### src/rtl/ftdi_fifo_arbiter.sv
`default_nettype none
// ============================================================================
// Module      : ftdi_fifo_arbiter
// Description : Arbiter for an FT245-style synchronous FIFO interface. One
//               shared 8-bit bus is time-multiplexed between reading bytes
//               from the FTDI (into a 4-entry RX FIFO) and writing bytes to
//               the FTDI (from a 1-byte TX holding register). Each grant
//               moves at most MAX_BURST bytes. When both directions are
//               waiting, grants alternate between them (round-robin).
//
// Parameters
//   MAX_BURST     bytes moved per grant before re-arbitration (1..255)
//
// Ports
//   clk           60 MHz FIFO clock, all logic on the rising edge
//   reset_n       asynchronous active-low reset
//   ftdi_rxf_n    low = FTDI holds receive data
//   ftdi_txe_n    low = FTDI can accept transmit data
//   ftdi_data_i   FTDI data bus, input half
//   ftdi_data_o   FTDI data bus, output half (TX holding register)
//   ftdi_data_oe  high = FPGA drives the data bus
//   ftdi_rd_n     FTDI read strobe, active low
//   ftdi_wr_n     FTDI write strobe, active low
//   ftdi_oe_n     FTDI output enable, active low
//   tx_valid/tx_data/tx_ready   host-bound byte stream (valid/ready)
//   rx_valid/rx_data/rx_ready   FPGA-bound byte stream (valid/ready)
//   state_dbg     current FSM state: 0 IDLE, 1 RX_OE, 2 RX_READ,
//                 3 RX_TURN, 4 TX_WRITE
//
// Revision    : 1.0 - initial release
// ============================================================================
module ftdi_fifo_arbiter #(
  parameter int MAX_BURST = 16
) (
  input  logic       clk,
  input  logic       reset_n,
  input  logic       ftdi_rxf_n,
  input  logic       ftdi_txe_n,
  input  logic [7:0] ftdi_data_i,
  output logic [7:0] ftdi_data_o,
  output logic       ftdi_data_oe,
  output logic       ftdi_rd_n,
  output logic       ftdi_wr_n,
  output logic       ftdi_oe_n,
  input  logic       tx_valid,
  input  logic [7:0] tx_data,
  output logic       tx_ready,
  output logic       rx_valid,
  output logic [7:0] rx_data,
  input  logic       rx_ready,
  output logic [2:0] state_dbg
);

  // --------------------------------------------------------------------------
  // State encoding
  // --------------------------------------------------------------------------
  typedef enum logic [2:0] {
    ST_IDLE     = 3'd0,
    ST_RX_OE    = 3'd1,
    ST_RX_READ  = 3'd2,
    ST_RX_TURN  = 3'd3,
    ST_TX_WRITE = 3'd4
  } state_t;

  localparam logic [7:0] c_max_burst  = 8'(MAX_BURST);
  localparam logic [2:0] c_fifo_depth = 3'd4;
  localparam logic       c_grant_rx   = 1'b0;
  localparam logic       c_grant_tx   = 1'b1;

  // --------------------------------------------------------------------------
  // Registers and next-state values
  // --------------------------------------------------------------------------
  state_t      state_q,      state_d;
  logic [7:0]  burst_cnt_q,  burst_cnt_d;
  logic        last_grant_q, last_grant_d;

  logic        hold_valid_q, hold_valid_d;
  logic [7:0]  hold_data_q,  hold_data_d;

  logic [7:0]  fifo_mem_q [4];
  logic [1:0]  wr_ptr_q,     wr_ptr_d;
  logic [1:0]  rd_ptr_q,     rd_ptr_d;
  logic [2:0]  count_q,      count_d;

  // --------------------------------------------------------------------------
  // Combinational decode
  // --------------------------------------------------------------------------
  logic       in_tx_write;
  logic       in_rx_read;
  logic       fifo_full;
  logic       fifo_empty;
  logic       tx_xfer;
  logic       tx_load;
  logic       rx_xfer;
  logic       rx_pop;
  logic       rx_req;
  logic       tx_req;
  logic [7:0] burst_next;
  logic       burst_hit;

  assign in_tx_write = (state_q == ST_TX_WRITE);
  assign in_rx_read  = (state_q == ST_RX_READ);
  assign fifo_full   = (count_q == c_fifo_depth);
  assign fifo_empty  = (count_q == 3'd0);

  // TX side: the holding register can accept a new byte in the same cycle
  // it hands its current byte to the FTDI, which keeps bursts gap-free.
  assign tx_xfer  = in_tx_write & hold_valid_q & ~ftdi_txe_n;
  assign tx_ready = ~hold_valid_q | tx_xfer;
  assign tx_load  = tx_valid & tx_ready;

  assign ftdi_wr_n    = ~(in_tx_write & hold_valid_q);
  assign ftdi_data_o  = hold_data_q;
  assign ftdi_data_oe = in_tx_write;

  // RX side: RD is withheld when the FIFO is full so no byte is ever pulled
  // off the FTDI without somewhere to put it.
  assign ftdi_oe_n = ~((state_q == ST_RX_OE) | in_rx_read);
  assign ftdi_rd_n = ~(in_rx_read & ~fifo_full);
  assign rx_xfer   = ~ftdi_rd_n & ~ftdi_rxf_n;

  assign rx_valid = ~fifo_empty;
  assign rx_data  = fifo_mem_q[rd_ptr_q];
  assign rx_pop   = rx_valid & rx_ready;

  assign rx_req = ~ftdi_rxf_n & ~fifo_full;
  assign tx_req = hold_valid_q & ~ftdi_txe_n;

  assign state_dbg = state_q;

  // Saturating increment so the counter can never wrap inside a grant.
  assign burst_next = (burst_cnt_q == 8'hFF) ? 8'hFF : (burst_cnt_q + 8'd1);
  assign burst_hit  = (burst_next == c_max_burst);

  // --------------------------------------------------------------------------
  // TX holding register next state
  // --------------------------------------------------------------------------
  always_comb begin
    hold_valid_d = hold_valid_q;
    hold_data_d  = hold_data_q;
    if (tx_load) begin
      hold_valid_d = 1'b1;
      hold_data_d  = tx_data;
    end else if (tx_xfer) begin
      hold_valid_d = 1'b0;
    end
  end

  // --------------------------------------------------------------------------
  // RX FIFO pointers and occupancy
  // --------------------------------------------------------------------------
  always_comb begin
    wr_ptr_d = wr_ptr_q;
    rd_ptr_d = rd_ptr_q;
    count_d  = count_q;
    if (rx_xfer) begin
      wr_ptr_d = wr_ptr_q + 2'd1;
    end
    if (rx_pop) begin
      rd_ptr_d = rd_ptr_q + 2'd1;
    end
    case ({rx_xfer, rx_pop})
      2'b10:   count_d = count_q + 3'd1;
      2'b01:   count_d = count_q - 3'd1;
      default: count_d = count_q;
    endcase
  end

  // --------------------------------------------------------------------------
  // Arbitration / bus-phase FSM next state
  // --------------------------------------------------------------------------
  always_comb begin
    state_d      = state_q;
    burst_cnt_d  = burst_cnt_q;
    last_grant_d = last_grant_q;
    case (state_q)
      ST_IDLE: begin
        // RX wins when it is the only requester or when TX had the last turn.
        if (rx_req && (!tx_req || (last_grant_q == c_grant_tx))) begin
          state_d      = ST_RX_OE;
          burst_cnt_d  = 8'd0;
          last_grant_d = c_grant_rx;
        end else if (tx_req) begin
          state_d      = ST_TX_WRITE;
          burst_cnt_d  = 8'd0;
          last_grant_d = c_grant_tx;
        end
      end
      // One cycle with OE low and RD high lets the FTDI take the bus before
      // the first read strobe.
      ST_RX_OE: begin
        state_d = ST_RX_READ;
      end
      ST_RX_READ: begin
        if (rx_xfer) begin
          burst_cnt_d = burst_next;
        end
        if (ftdi_rxf_n || (count_d == c_fifo_depth) || (rx_xfer && burst_hit)) begin
          state_d = ST_RX_TURN;
        end
      end
      // One cycle with OE released and the bus undriven before anyone else
      // may use it.
      ST_RX_TURN: begin
        state_d = ST_IDLE;
      end
      ST_TX_WRITE: begin
        if (tx_xfer) begin
          burst_cnt_d = burst_next;
        end
        if (ftdi_txe_n || !hold_valid_d || (tx_xfer && burst_hit)) begin
          state_d = ST_IDLE;
        end
      end
      default: begin
        state_d = ST_IDLE;
      end
    endcase
  end

  // --------------------------------------------------------------------------
  // State registers
  // --------------------------------------------------------------------------
  always_ff @(posedge clk or negedge reset_n) begin
    if (!reset_n) begin
      state_q      <= ST_IDLE;
      burst_cnt_q  <= 8'd0;
      last_grant_q <= c_grant_tx;
      hold_valid_q <= 1'b0;
      hold_data_q  <= 8'd0;
      wr_ptr_q     <= 2'd0;
      rd_ptr_q     <= 2'd0;
      count_q      <= 3'd0;
      for (int i = 0; i < 4; i++) begin
        fifo_mem_q[i] <= 8'd0;
      end
    end else begin
      state_q      <= state_d;
      burst_cnt_q  <= burst_cnt_d;
      last_grant_q <= last_grant_d;
      hold_valid_q <= hold_valid_d;
      hold_data_q  <= hold_data_d;
      wr_ptr_q     <= wr_ptr_d;
      rd_ptr_q     <= rd_ptr_d;
      count_q      <= count_d;
      if (rx_xfer) begin
        fifo_mem_q[wr_ptr_q] <= ftdi_data_i;
      end
    end
  end

endmodule
`default_nettype wire
### config.mk
export PLATFORM = sky130hd
export DESIGN_NAME = ftdi_fifo_arbiter
export DESIGN_NICKNAME = d
export VERILOG_FILES = /design/src/rtl/ftdi_fifo_arbiter.sv
export SDC_FILE = /design/constraint.sdc
export NUM_CORES = 1
export LEC_CHECK = 0
export ABC_AREA = 1
export BUFFER_PORTS_ARGS = -buffer_cell sky130_fd_sc_hd__buf_4
export CAP_MARGIN = 20
export CORE_MARGIN = 3
export CORE_UTILIZATION = 30
export DETAILED_ROUTE_END_ITERATION = 8
export PLACE_DENSITY = 0.56
export SLEW_MARGIN = 20
export SYNTH_ARGS = -nofsm -noshare
export SYNTH_HDL_FRONTEND = slang
export SYNTH_SLANG_ARGS = --single-unit
export TNS_END_PERCENT = 1
### constraint.sdc
create_clock -name clk -period 6.5 [get_ports clk]
set_input_delay 0.65 -clock clk [delete_from_list [all_inputs] [get_ports clk]]
set_output_delay 0.65 -clock clk [all_outputs]
set_load 0.01 [all_outputs]
---- Word level (Yosys, flattened, before mapping) ----
Cells that the tools add are included.
storage, ports and cells
  flip-flop bits (word level) ............. 60
  bits in latches ......................... 0
  memory bits (writable) .................. 0
  ROM bits ................................ 0
  output and inout port bits .............. 25
  word-level logic and storage cells ...... 94
  memories ................................ 0
operators by class
  $add $sub $neg .......................... 5
  $mul .................................... 0
  div/mod/pow operators ................... 0
  order comparisons ....................... 3
  equal/unequal tests ..................... 14
  shift-type cells ........................ 0
  mux-type cells .......................... 22
  bitwise logic cells ..................... 20
  reductions and logical operators ........ 18
operator list
  kind                 count
  $mux 8               8
  $bwmux 32            1
  $pmux 8 s3           1
  $bmux 8 s2           1
  $demux 8 s2          1
  $mux 3               4
  $pmux 3 s4           1
  $eq 3x3->1 const B   3
  $add 8x1->8 const B  1
  $and 1x1->1          8
  $eq 8x5->1 const B   1
  $eq 8x8->1 const B   1
  $ne 2x1->1 const B   4
  $not 1->1            8
  $ge 3x3->1 const B   2
  $logic_not 3->1      2
  $not 2->3            2
  $pmux 3 s2           1
  $logic_or 1x1->1     5
  $add 2x1->2 const B  2
  $logic_and 1x1->1    4
  $mux 1               4
  $reduce_and 4->1     1
  $add 3x1->3 const B  1
  other kinds (13)     15

---- Longest topological paths before layout ----
Gate-level depths: netlist (run 1).
  depth in word-level cells ............... 11
  mapped depth ............................ 17

---- Worst setup path after synthesis (run 1) ----
Ideal clock, no wire load.
  path kind ............................... reg-to-reg
  from .................................... register state_q[2] (netlist: state_dbg[2])
  to ...................................... register state_q[0] (netlist: state_dbg[0])
  library setup time ...................... 0.117 ns
  data arrival time ....................... 2.195 ns
  data required time ...................... 6.383 ns
  path slack .............................. 4.188 ns
  stages on the path, launching flop included .. 16
  cell sequence ........................... dfrtp_1 inv_2 nand3_2 inv_2 nand2_2 nor2_8 inv_2 ha_1 inv_1 fa_1 o21ai_0 nor2_1 a21oi_1 nand2_1 nand3_1 nor2_1
RTL lines
  what                                             line  text
  from (decl)                                      73    state_t state_q, state_d;
  from (signal assigned)                           238   state_q <= state_d;
  $eq 3x2->1 (*)                                   102   assign in_rx_read = (state_q == ST_RX_READ);
  $and 1x1->1 (*)                                  119   assign ftdi_rd_n = ~(in_rx_read & ~fifo_full);
  $and 1x1->1 (*)                                  120   assign rx_xfer = ~ftdi_rd_n & ~ftdi_rxf_n;
  $eq 2x1->1 / $eq 2x2->1 (equally long branches)  162   case ({rx_xfer, rx_pop})
  $pmux 3 s2 (*)                                   162
  net count_d[1]                                   83    logic [2:0] count_q, count_d;
  $eq 3x3->1 (*)                                   198   if (ftdi_rxf_n || (count_d == c_fifo_depth) || (rx_xfer && burst_hit)) begin
  $logic_or 1x1->1 (*) (2 in series)               198
  $ne 2x1->1 (no source line) (*)                  --
  $reduce_and 3->1 (no source line) (*)            --
Mark *: on every way through the listed nets, which the timed path passes. The rest lies on a longest branch.
A chain may end at the register's enable or synchronous reset.

---- Worst setup path in the final report (run 1) ----
  from .................................... register rd_ptr_q[0]
  to ...................................... output rx_data[1]
on the way
  cells in the longest elaborated chain, start to end .. 4
RTL lines
  what                                        line  text
  from (decl)                                 82    logic [1:0] rd_ptr_q, rd_ptr_d;
  from (signal assigned)                      244   rd_ptr_q <= rd_ptr_d;
  $not 2->3 (not written as such)             123   assign rx_data = fifo_mem_q[rd_ptr_q];
  $bmux 8 s2                                  123
  $mux 8 (not written as such) (2 in series)  123
  to (decl)                                   49    output logic [7:0] rx_data,
No other way between the ends. The select of a mux whose other input is x is not followed.

==> results of run 1 <==
-- cell type report --
class | instances | area, um2 | area share, %
multi-input combinational | 233 | 1290 | 35.3
tap | 129 | 161 | 4.41
timing repair buffer | 46 | 345 | 9.44
clock buffer | 13 | 159 | 4.34
inverter | 41 | 154 | 4.21
clock inverter | 3 | 45.0 | 1.23
sequential | 60 | 1500 | 41.1
-- worst reg2reg max path, cell delays in order, from the launching register on --
cell	delay (ps)
dfrtp_1	400
inv_2	100
nand3_2	90
inv_2	80
nand2_2	90
nor2_8	160
inv_2	80
ha_1	210
inv_1	90
fa_1	400
o21ai_0	220
nor2_1	90
a21oi_1	140
nand2_1	60
nand3_1	70
nor2_1	40
-- stage by stage --
step	area [um2]	util, %	std cells	power [uW]
6_report	3660	38.7	525	1740
5_1_grt	3660	38.7	525	1890
2_1_floorplan	2990	-	342	1130
4_1_cts	3660	38.7	525	1760
3_5_place_dp	3450	36.5	509	1410
3_3_place_gp	3450	36.5	509	1390
-- state kept, by name (all words and copies together) (netlist names) --
register / count
hold_valid_q: 1
rd_ptr_q: 2
fifo_mem_q: 32
burst_cnt_q: 8
ftdi_data_o: 8
state_dbg: 3
count_q: 3
last_grant_q: 1
wr_ptr_q: 2
-- synthesized netlist by cell type --
cell type,count
nor2_1,30
a21oi_1,3
or2_4,1
nand4_1,3
nand2_4,1
clkbuf_1,7
nand2_2,1
nand3b_1,2
o21ai_4,1
mux2_4,8
buf_6,1
xnor2_1,1
dfrtp_1,59
nor3_1,1
inv_1,37
ha_1,6
o21ai_0,54
o21ai_1,6
and2_1,1
dfstp_2,1
nand3_2,3
nor2_4,1
o22ai_1,8
fa_1,1
inv_2,4
nand2_1,74
o21bai_1,1
nand3_1,19
nor2_8,1
xor2_1,4
a21oi_4,1
o21ai_2,1
-- power by group --
part	total (uW)	switching (uW)	internal [uW]
combinational	749	413	336
sequential	643	112	531
clock	344	146	198
total	1740	672	1070
-- routing by layer --
| layer | global-route usage, % | vias up |
|---|---|---|
| met5 | 0 | - |
| met4 | 4.16 | 0 |
| met2 | 19.3 | 56 |
| met3 | 3.80 | 11 |
| met1 | 16.0 | 1176 |
| li1 | - | 1216 |
-- how the worst min path moves through the flow --
stage	depth (start not counted)	slack, ps	end	start
floorplan	0	350	burst_cnt_q[0]	reset_n
global placement	2	460	fifo_mem_q[11]	fifo_mem_q[11]
detailed placement	2	470	fifo_mem_q[12]	fifo_mem_q[12]
global route	1	440	fifo_mem_q[0]	reset_n
finish	1	380	fifo_mem_q[27]	reset_n
CTS	1	420	fifo_mem_q[27]	reset_n
-- cells by family after synthesis --
family,count (synthesis)
simple gates,138
fa+ha+maj,7
compound gates,75
flops,60
xor+xnor,5
mux,8
buf+inv,49
==> metrics.md, run 1 <==
| Metric | Value |
|---|---|
| Pwr dens | 475 nW/um2 |
| CTS Buf Count | 9 |
| Ys Warns | 0 |
| Leak Pwr | 0.00181 uW |
| Critical path depth in cells | 4 |
| Post-synthesis adder-cell area fraction | 3.19% |
| Crit path launch | rd_ptr_q[0] |
| Post-cts hold buffer count | 0 |
| Num rows | 35 |
| Status | complete, no violations |
| IO buf count | 46 |
| Synth top area share | 49.5% |
| Die X | 106 um |
| WP data arrival | 2070 ps |
| Clock skew | 6.37 ps |
| Critical path launch point type | flop |
| CTS tree | built |
| Die Height | 106 um |
| Share of cells above drive strength 1 | 21.2% |
| Syn Inst Count | 342 |
| Highest Signal Layer | met4 |
| Root Buffer | clkbuf_8 |
| DP Worst Slack | 4020 ps |
| NumNets Final | 420 |
| Synth top area cells | dfrtp_1 (49%), nand2_1 (9.3%), o21ai_0 (9.1%), inv_1 (4.7%), mux2_4 (4.0%) |
| Final hold vios | 0 |
| GP Congestion | 0.790 |
| Die area | 11200 um2 |
| Largest net degree at the start of global routing | 61 |
| DR iter-0 viols | 107 |
| Largest family of logic cells by synthesized area | simple AND/OR/NAND/NOR gates |
| Final Slew Violations | 0 |
| Synth-to-layout area growth | 22.5% |
| PostCTS Resize Cnt | 0 |
| Setup TNS | 0 ps |
| Core Area | 9460 um2 |
| Total number of vias | 2459 |
| Vias per cell | 4.68 |
| TritonCTS Sinks | 60 |
| Max Fclk | 368 MHz |
| Crit Path Category | flop to output pin |
| Setup crit end kind | output pin |
| Metal3 WL | 315 um |
| Fillers | 991 |
| CTS Buffer Depth | 2 |
| Min Tclk post-route | 2720 ps |
| Post-route ant nets | 0 |
| Worst Hold Class | primary input to asynchronous set/reset pin |
| Worst-Skew Late Latency | 340 ps |
| Family with the most delay on the worst path | flip-flops |
| Crit-path max FO | 19 |
| Mux contribution to synthesized area | 4.02% |
| Worst-path cell chain | inv_1 > o21ai_0 > o22ai_1 > buf_4 |
| Crit share post-route | 41.8% |
| Syn Nets | 371 |
| Routed len/inst | 12.6 um |
| PnR worst setup slack | 3780 ps |
| Max_slew headroom | 47.7% |
| Synth Area in Simple Gates | 20.7% |
| Initial antenna violation count | 0 |
| Crit path largest cell delay | 750 ps |
| Unique masters post-synth | 32 |
| Total GRT Usage | 12.3% |
| Detail Placement HPWL | 4380 um |
| Total congestion overflow | 0 |
| Max-cap violations | 0 |
| Ports | 47 |
| Commonest non-fill, non-tap cell in the layout | nand2_1 |
| Worst-case reg-to-reg path depth | 15 |
| Seq/Total Area, Yosys | 50.3% |
| RSZ-0062 raised after global routing | no |
| Worst reg2reg startpoint | state_dbg[2] |
| First-pass GRT wire length | 11100 um |
| Worst reg-to-reg setup slack | 4060 ps |
| 1st-pass router iterations | 4 |
| Diodes inserted | 0 |
| FF+latch count, synth | 60 |
| Final wirelength | 6590 um |
| VDD IR max | 0.268 mV |
| Starting Density | 31.6% |
| Worst-path clk slew | 70 ps |
| Setup crit end | rx_data[1] |
| Setup Fix Bufs, Post-CTS | 0 |
| Post-synthesis xor/xnor area fraction | 1.47% |
| Worst path slowest cell | dfrtp_1 |
| Hold slack final | 379 ps |
| Wire length on met2 | 2970 um |
| Syn avg cell area | 8.73 um2 |
| DRC | 0 |
| Cell accounting for the most synthesized area | dfrtp_1 |
| Reg2reg end | state_dbg[0] |
| Number of global-route vias before repair | 2372 |
| Commonest cells after routing, fill and taps aside | nand2_1 (74), dfrtp_1 (59), o21ai_0 (54), buf_4 (46), inv_1 (37) |
| Mapped Area | 2990 um2 |
| Compound-cell area share of the yosys netlist | 13.9% |
| Final setup viols | 0 |
| Crit path buffers/inverters | 2 |
| WP data required | 5850 ps |
| Worst slew pin tran | 784 ps |
| H-tree Lvls | 3 |
| Wl on met1 | 3210 um |
(Power assumes the default switching activity.)
==> inputs of run 2 (changes only) <==
==> constraint.sdc (replaced) <==
create_clock -name clk -period 2.5 [get_ports clk]
set_input_delay 0.25 -clock clk [delete_from_list [all_inputs] [get_ports clk]]
set_output_delay 0.25 -clock clk [all_outputs]
set_load 0.01 [all_outputs]
==> metrics.md, run 2 (synthesis gave the netlist of run 1 again) <==
| Metric | Value |
|---|---|
| H-tree Lvls | 3 (unchanged) |
| Vias per cell | 4.60 (-1.9%) |
| Worst reg-to-reg setup slack | 190 ps (-3870 ps) |
| Total GRT Usage | 12.6% (+0.33 points) |
| Total power | 4670 uW (+170%) |
| Number of global-route vias before repair | 2389 (+0.72%) |
| Post-route ant nets | 0 (unchanged) |
| Min Tclk post-route | 2310 ps |
| Most flop-heavy register | fifo_mem_q |
| Routed len/inst | 12.4 um (-1.0%) |
| DRC | 0 (unchanged) |
| Largest net degree at the start of global routing | 61 (unchanged) |
| Setup crit end kind | flop |
| CTS Buffer Depth | 2 (unchanged) |
| Placed Area | 3470 um2 (+0.43%) |
| Final Util | 39.2% (+0.57 points) |
| NumNets Final | 422 (+0.48%) |
| Die X | 106 um (unchanged) |
| Crit-path max FO | 3 (-16) |
| Final Cell Area | 3710 um2 (+1.5%) |
| Initial antenna violation count | 0 (unchanged) |
| Crit Path Category | flop to flop |
| Setup TNS | 0 ps (unchanged) |
| RSZ-0062 raised after global routing | no |
| TritonCTS Sinks | 60 (unchanged) |
| Diodes inserted | 0 (unchanged) |
| Die area | 11200 um2 (unchanged) |
| WP data required | 2730 ps (-3120 ps) |
| CTS Buf Count | 9 (unchanged) |
| Worst-path clk slew | 70 ps (about the same) |
| Detail Placement HPWL | 4420 um (+1.1%) |
| Reg2reg end | state_dbg[0] |
| Ports | 47 (unchanged) |
| IO buf count | 46 (unchanged) |
| Critical path launch point type | flop |
| Commonest cells after routing, fill and taps aside | nand2_1 (74), dfrtp_1 (59), o21ai_0 (53), buf_4 (48), inv_1 (37) |
| GP Congestion | 0.789 (-0.15%) |
| Max reg flops | 32 (unchanged) |
| Crit path largest cell delay | 430 ps (-320 ps) |
| Worst slew pin tran | 781 ps (-3.41 ps) |
| CTS tree | built |
| Clock skew | 10.7 ps (+4.36 ps) |
| Max Fclk | 432 MHz |
| Core Area | 9460 um2 (unchanged) |
| Final hold vios | 14 (+14) |
| Total congestion overflow | 0 (unchanged) |
| Worst-path cell chain | inv_2 > nand3_2 > inv_2 > nand2_2 > nor2_8 > inv_2 > ha_1 > inv_1 > fa_1 > o21ai_2 > nor2_1 > a21oi_1 > nand2_1 > nand3_1 > nor2_1 |
| Total number of vias | 2422 (-1.5%) |
| Starting Density | 31.6% (unchanged) |
| First-pass GRT wire length | 11500 um (+2.9%) |
| Max_slew headroom | 48.0% (+0.23 points) |
| Hold slack final | -26.9 ps (-406 ps) |
| Status | finished, violations left |
| Final Slew Violations | 0 (unchanged) |
| Crit share post-route | 92.5% |
| Worst-case reg-to-reg path depth | 15 (unchanged) |
| Failing checks | hold timing |
| Max-cap violations | 0 (unchanged) |
| Worst path slowest cell | fa_1 |
| Share of cells above drive strength 1 | 22.6% (+1.4 points) |
| WP data arrival | 2550 ps (+480 ps) |
| Root Buffer | clkbuf_8 |
| Num rows | 35 (unchanged) |
| Synth-to-layout area growth | 24.4% |
| Final wirelength | 6550 um (-0.67%) |
| Worst Hold Class | primary input to asynchronous set/reset pin |
| Commonest non-fill, non-tap cell in the layout | nand2_1 |
| Pwr dens | 1260 nW/um2 (+170%) |
| Leak Pwr | 0.00185 uW (+2.0%) |
| VDD IR max | 0.682 mV (+150%) |
| CP most frequent cell | inv_2 |
| Die Height | 106 um (unchanged) |
| 1st-pass router iterations | 4 (unchanged) |
| Worst-Skew Late Latency | 330 ps (about the same) |
| Final setup viols | 0 (unchanged) |
| Worst reg2reg startpoint | state_dbg[2] |
| DR iter-0 viols | 99 (-7.5%) |
| Fillers | 1022 (+3.1%) |
[run 2: worst max-delay path by stage]
stage / from / endpoint
after floorplan: state_dbg[2] / state_dbg[0]
after global placement: state_dbg[2] / state_dbg[0]
after detailed placement: state_dbg[2] / state_dbg[0]
after CTS: state_dbg[2] / state_dbg[0]
after global routing: state_dbg[2] / state_dbg[0]
final: state_dbg[2] / state_dbg[0]
[run 2: timing repair]
action / CTS / global route
setup buffers: 0 / 0
endpoints found under the setup margin: 0 / 1
hold buffers: 0 / 0
resized for setup: 0 / 3
[run 2: layer usage]
| layer | GRT usage, % | part of all wire (%) | wire, um |
|---|---|---|---|
| met1 | 16.2 | 46 | 3010 |
| met2 | 20.1 | 46 | 2980 |
| met3 | 5.02 | 7.8 | 508 |
| met4 | 2.50 | 0.73 | 48 |
| met5 | 0 | 0 | 0 |
[run 2: critical path, delay by kind of cell, from the launching register on]
kind                     cells  cell delay, ps
flip-flops                   1             410
buffers and inverters        4             320
adder cells (fa/ha/maj)      2             640
AO/OA/AOI/OAI                2             290
AND/OR/NAND/NOR              7             520
[run 2: per-stage QoR]
stage	worst slack [ps]	std cells
floorplan	188	342
global placement	194	511
detailed placement	95.6	511
CTS	66.0	527
global route	8.10	527
finish	186	527
[run 2: layout make-up]
type	count	area, um2	area share [%]
clock buffers	11	151	4.08
flip-flops and latches	60	1500	40.5
clock inverters	5	82.6	2.22
repair buffers	48	360	9.71
inverters	41	154	4.15
well taps	129	161	4.35
multi-input cells	233	1300	35.0
[run 2: power by group]
part           internal (uW)  switching (uW)  total, uW
clock                    619             388       1010
combinational            903            1130       2030
sequential              1380             251       1630
total                   2900            1770       4670
